## src/rtl/pll_ctrl_pkg.sv

```systemverilog
// Shared types for the PLL_2X lock supervisor: software-visible state encoding
// and the retry counter width.
package pll_ctrl_pkg;

  localparam int unsigned STATE_W = 3;
  localparam int unsigned RETRY_W = 4;

  typedef enum logic [STATE_W-1:0] {
    ST_OFF       = 3'd0,
    ST_PD_HOLD   = 3'd1,
    ST_LOCK_WAIT = 3'd2,
    ST_FILTER    = 3'd3,
    ST_RUN       = 3'd4,
    ST_LOST      = 3'd5,
    ST_RETRY     = 3'd6,
    ST_FAULT     = 3'd7
  } pll_state_e;

endpackage

```

## src/rtl/pll_lock_sync.sv

```systemverilog
// Two-flop synchronizer for an asynchronous status bit, synchronous active-high reset.
module pll_lock_sync (
  input  logic clk,
  input  logic rst,
  input  logic i_async,
  output logic o_sync
);

  logic r_meta;
  logic r_sync;

  always_ff @(posedge clk) begin
    if (rst) begin
      r_meta <= 1'b0;
      r_sync <= 1'b0;
    end else begin
      r_meta <= i_async;
      r_sync <= r_meta;
    end
  end

  assign o_sync = r_sync;

endmodule

```

## src/rtl/pll_2x_lock_ctrl.sv

```systemverilog
// Power-up and lock supervisor for PLL_2X: sequences powerdown/release, filters
// LOCK, gates the downstream reset and retries lost or late locks before faulting.
module pll_2x_lock_ctrl
  import pll_ctrl_pkg::*;
#(
  parameter int unsigned PD_CYCLES           = 8,
  parameter int unsigned LOCK_FILTER_CYCLES  = 16,
  parameter int unsigned LOCK_TIMEOUT_CYCLES = 1024,
  parameter int unsigned MAX_RETRIES         = 3,
  parameter int unsigned CNT_W               = 16
) (
  input  logic               CLKA,
  input  logic               RESET,
  input  logic               ENABLE,
  input  logic               PLL_LOCK,
  input  logic               CLR_FAULT,
  output logic               PLL_POWERDOWN_N,
  output logic               SYS_RESET,
  output logic               READY,
  output logic               FAULT,
  output logic [RETRY_W-1:0] RETRY_CNT,
  output logic [STATE_W-1:0] STATE
);

  localparam logic [CNT_W-1:0]   PD_LAST   = CNT_W'(PD_CYCLES - 1);
  localparam logic [CNT_W-1:0]   FLT_LAST  = CNT_W'(LOCK_FILTER_CYCLES - 1);
  localparam logic [CNT_W-1:0]   TMO_LAST  = CNT_W'(LOCK_TIMEOUT_CYCLES - 1);
  localparam logic [RETRY_W-1:0] RETRY_MAX = RETRY_W'(MAX_RETRIES);
  localparam logic [CNT_W-1:0]   CNT_ONE   = CNT_W'(1);
  localparam logic [RETRY_W-1:0] RETRY_ONE = RETRY_W'(1);

  pll_state_e         r_state;
  pll_state_e         w_state_nxt;
  logic [CNT_W-1:0]   r_pd_cnt, w_pd_nxt;
  logic [CNT_W-1:0]   r_tmo_cnt, w_tmo_nxt;
  logic [CNT_W-1:0]   r_flt_cnt, w_flt_nxt;
  logic [RETRY_W-1:0] r_retry_cnt, w_retry_nxt;
  logic               r_pd_n, r_sys_reset, r_ready, r_fault;
  logic               w_lock_s;

  pll_lock_sync u_lock_sync (
    .clk     (CLKA),
    .rst     (RESET),
    .i_async (PLL_LOCK),
    .o_sync  (w_lock_s)
  );

  // Next-state and counter logic
  always_comb begin
    w_state_nxt = r_state;
    w_pd_nxt    = r_pd_cnt;
    w_tmo_nxt   = r_tmo_cnt;
    w_flt_nxt   = r_flt_cnt;
    w_retry_nxt = r_retry_cnt;

    if (r_state == ST_FAULT) begin
      if (CLR_FAULT) begin
        w_state_nxt = ST_OFF;
        w_retry_nxt = '0;
      end
    end else if (!ENABLE) begin
      w_state_nxt = ST_OFF;
      w_pd_nxt    = '0;
      w_tmo_nxt   = '0;
      w_flt_nxt   = '0;
      w_retry_nxt = '0;
    end else begin
      case (r_state)
        ST_OFF: begin
          w_state_nxt = ST_PD_HOLD;
          w_pd_nxt    = '0;
        end
        ST_PD_HOLD: begin
          if (r_pd_cnt == PD_LAST) begin
            w_state_nxt = ST_LOCK_WAIT;
            w_tmo_nxt   = '0;
          end else begin
            w_pd_nxt = r_pd_cnt + CNT_ONE;
          end
        end
        ST_LOCK_WAIT: begin
          w_tmo_nxt = r_tmo_cnt + CNT_ONE;
          if (r_tmo_cnt == TMO_LAST) begin
            w_state_nxt = ST_RETRY;
          end else if (w_lock_s) begin
            w_state_nxt = ST_FILTER;
            w_flt_nxt   = '0;
          end
        end
        ST_FILTER: begin
          // Timeout is not reset on chatter, so a flapping LOCK still bounds the wait
          w_tmo_nxt = r_tmo_cnt + CNT_ONE;
          if (r_tmo_cnt == TMO_LAST) begin
            w_state_nxt = ST_RETRY;
          end else if (!w_lock_s) begin
            w_state_nxt = ST_LOCK_WAIT;
          end else if (r_flt_cnt == FLT_LAST) begin
            w_state_nxt = ST_RUN;
          end else begin
            w_flt_nxt = r_flt_cnt + CNT_ONE;
          end
        end
        ST_RUN: begin
          if (!w_lock_s) w_state_nxt = ST_LOST;
        end
        ST_LOST: begin
          w_state_nxt = ST_RETRY;
        end
        ST_RETRY: begin
          if (r_retry_cnt == RETRY_MAX) begin
            w_state_nxt = ST_FAULT;
          end else begin
            w_state_nxt = ST_PD_HOLD;
            w_pd_nxt    = '0;
            if (r_retry_cnt != '1) w_retry_nxt = r_retry_cnt + RETRY_ONE;
          end
        end
        default: w_state_nxt = ST_OFF;
      endcase
    end
  end

  // State, counters and registered outputs decoded from the next state
  always_ff @(posedge CLKA) begin
    if (RESET) begin
      r_state     <= ST_OFF;
      r_pd_cnt    <= '0;
      r_tmo_cnt   <= '0;
      r_flt_cnt   <= '0;
      r_retry_cnt <= '0;
      r_pd_n      <= 1'b0;
      r_sys_reset <= 1'b1;
      r_ready     <= 1'b0;
      r_fault     <= 1'b0;
    end else begin
      r_state     <= w_state_nxt;
      r_pd_cnt    <= w_pd_nxt;
      r_tmo_cnt   <= w_tmo_nxt;
      r_flt_cnt   <= w_flt_nxt;
      r_retry_cnt <= w_retry_nxt;
      r_pd_n      <= (w_state_nxt == ST_LOCK_WAIT) || (w_state_nxt == ST_FILTER) ||
                     (w_state_nxt == ST_RUN)       || (w_state_nxt == ST_LOST);
      r_sys_reset <= (w_state_nxt != ST_RUN);
      r_ready     <= (w_state_nxt == ST_RUN);
      r_fault     <= (w_state_nxt == ST_FAULT);
    end
  end

  assign PLL_POWERDOWN_N = r_pd_n;
  assign SYS_RESET       = r_sys_reset;
  assign READY           = r_ready;
  assign FAULT           = r_fault;
  assign RETRY_CNT       = r_retry_cnt;
  assign STATE           = r_state;

endmodule

```

## config.mk

```make
export PLATFORM = sky130hd
export DESIGN_NAME = pll_2x_lock_ctrl
export DESIGN_NICKNAME = d
export VERILOG_FILES = /design/src/rtl/pll_ctrl_pkg.sv /design/src/rtl/pll_lock_sync.sv /design/src/rtl/pll_2x_lock_ctrl.sv
export SDC_FILE = /design/constraint.sdc
export NUM_CORES = 1
export LEC_CHECK = 0
export ABC_AREA = 1
export BUFFER_PORTS_ARGS = -buffer_cell sky130_fd_sc_hd__buf_2
export CORE_MARGIN = 1
export CORE_UTILIZATION = 57
export DETAILED_ROUTE_END_ITERATION = 6
export PLACE_DENSITY_LB_ADDON = 0.05
export SYNTH_ARGS = -nofsm -noshare
export SYNTH_HDL_FRONTEND = slang
export SYNTH_HIERARCHICAL = 1
export SYNTH_SLANG_ARGS = --single-unit
```

## constraint.sdc

```tcl
create_clock -name CLKA -period 4.8 [get_ports CLKA]
set_clock_uncertainty 0.2 [all_clocks]
set_input_delay 0.48 -clock CLKA [delete_from_list [all_inputs] [get_ports CLKA]]
set_output_delay 0.48 -clock CLKA [all_outputs]
set_load 0.02 [all_outputs]
```

==> flow_metrics.tcl <==
set metrics [dict create \
    tritoncts "built" \
    drt_iter0_drc 239 \
    drt_wl_total_um 8665 \
    crit_family "simple AND/OR/NAND/NOR gates" \
    cts_buffers 9 \
    p_per_area_nw_per_um2 248.1 \
    vias 3789 \
    netlist.area_leader.share_pct 31.74 \
    io_pins 16 \
    synth.most_common_cell "nand2_1" \
    routed_via_density 5.483 \
    synth_seq_cells 61 \
    cp.required_ps 4870 \
    grt_overflow_total 0 \
    fin_area_sq_um 4106 \
    cts_setup_buffers 0 \
    cp_max_fo 20 \
    endpoint_kind "flip-flop" \
    io_buffer_count 15 \
    cts-root-buf "clkbuf_8" \
    synth_area_per_cell_sq_um 6.391 \
    drv_cap 0 \
    critPathLaunchType "flip-flop" \
    die_area_sq_um 7082 \
    antenna_found_initial 0 \
    syn-num-nets 611 \
    synthTopCellsByCount "nand2_1, nor2_1, inv_1" \
    status "completed" \
    grt_pass1_vias 3349 \
    cp_data_arrival_time_ps 2660 \
    area_delta_synth_final_pct 6.732 \
    die_width_um 84.16 \
    yosysUniqueCellTypes 43 \
    worstPathCellList "nor3_4 -> nand3_1 -> nand2_1 -> o21ai_1 -> nor3b_1" \
    wl_per_cell_um 12.54 \
    grtUsageTotal_pct 25.83 \
    p_leak_uw 0.001597 \
    dpl.hpwl_um 6034 \
    netlist_top_cells_area "dfxtp_1, nand2_1, nor2_1" \
    finalSetupViolCount 0 \
    synth_flop_cell "dfxtp_1" \
    grt_start_max_net_pins 44 \
    timing.final.crit_share_pct 54.06 \
    hold_path_class "in2reg" \
    fp.dieH_um 84.16 \
    slowest_delay_ps 580 \
    h-tree-depth 3 \
    hold_viol 0 \
    initial_core_util_pct 59.91 \
    drive_above_1_share_pct 8.958 \
    n_antenna_cell 0 \
    ctsHoldBuffers 0 \
    coreArea_sq_um 6422 \
    worstSetupPathType "reg2reg" \
    drtAntennaViolNets 0 \
    grt_pass1_wl_um 14760 \
    synth_edf_count 0 \
    cts_sinks 61 \
    finalWeightedCongestion 0.9162 \
    slew_headroom_pct 41.38 \
    ys_async_sr_fraction_pct 0 \
    peakVddDrop_v 0.0001953 \
    yosysSeqAreaShare_pct 31.74 \
    clk_pin_slew_ps 80 \
    worst-path-buf-inv 0 \
    drc 0 \
    drv_slew 0 \
    rsz0062_at_grt "false" \
    nets 618 \
    fp-row-count 29 \
    worst_slew_pin_slew_ps 879.2 \
    cts_resized 0 \
    clock.fmax_mhz 385.4 \
    clk_path_buf_depth 2 \
    yosys.area.top_type "dfxtp_1" \
    synthCells 602 \
    yosys_warnings 6 \
    setup_tns_ps 0 \
    dr.pass1.iters 5 \
    placed_area_sq_um 3914 \
    slowest_stage "nor3_4" \
    clkLatencyLatePin_ps 350 \
    fin_crit_ps 2595 \
    syn-cell-area_sq_um 3847 \
]
layout by cell type, fill, tap and decap left out, types with 2 or more instances in the layout:
master,n
nand2_1,158
a21oi_1,47
o21ai_0,12
clkbuf_8,10
nand3_1,54
nand2_2,2
a21oi_2,3
nor3_1,21
nand4_1,25
o21bai_1,3
a21o_1,3
nand2_4,2
o21ai_1,2
clkinv_2,2
inv_1,63
dfxtp_1,61
xor2_1,14
nor3b_1,3
buf_2,15
nor2_1,76
ha_1,4
inv_2,3
nand3b_1,4
or2_2,6
clkbuf_1,2
registers in the layout, indices dropped and copies added (netlist names):
name,cells
FAULT,1
PLL_POWERDOWN_N,1
READY,1
RETRY_CNT,4
STATE,3
SYS_RESET,1
r_flt_cnt,16
r_pd_cnt,16
r_tmo_cnt,16
u_lock_sync/o_sync,1
u_lock_sync/r_meta,1
metrics by stage:
step | util (%) | std cells | hold WS (ps) | setup slack (ps) | power [uW]
floorplan | - | 602 | 188.3 | 2896 | 561.3
global placement | 60.94 | 675 | 192.4 | 2079 | 570.0
detailed placement | 60.94 | 675 | 198.9 | 1972 | 570.7
CTS | 63.94 | 691 | 131.5 | 2209 | 1030
global route | 63.94 | 691 | 171.1 | 1948 | 1054
finish | 63.94 | 691 | 145.4 | 2205 | 1019
worst reg2reg max path, cell delays in order (launching register included):
cell,delay [ps]
dfxtp_1,470
nor3_4,580
nand3_1,180
nand2_1,540
o21ai_1,300
nor3b_1,250
kinds of logic after synthesis:
logic type                 synth area share (%)
adders and majority gates                 1.301
xor gates and xnor gates                  3.415
AOI/OAI and AO/OA                         11.81
buffers and inverters                     9.496
DFF                                       31.74
and+or+nand+nor                           42.24
layer usage:
layer  routed length (um)  global-route usage (%)
met1                 4057                   32.94
met2                 3937                   42.32
met3                  498                   5.703
met4                  172                   10.82
met5                    0                       0
worst paths after layout:
kind,from,cells past startpoint,endpoint,slack [ps]
worst max-delay path,STATE[2]$_SDFF_PP0_,5,r_tmo_cnt[8]$_SDFFE_PP0P_,2210
worst min-delay path,PLL_LOCK,3,u_lock_sync/r_meta$_SDFF_PP0_,150
worst max register to register,STATE[2]$_SDFF_PP0_,5,r_tmo_cnt[8]$_SDFFE_PP0P_,2210
worst min register to register,u_lock_sync/r_meta$_SDFF_PP0_,2,u_lock_sync/o_sync$_SDFF_PP0_,210
where the power goes:
part           switching, uW  internal (uW)
sequential              3.04            509
clock                    207            253
combinational           38.4           9.28
final cells by class:
type                       count  area [sq um]
inverter                      68         260.3
clock inverter                 4         47.55
clock buffer                  12         145.1
multi-input combinational    454          2261
tap                           77         96.34
sequential                    61          1221
timing repair buffer          15         75.07
fill                         603          2316
(Power assumes the default switching activity.)
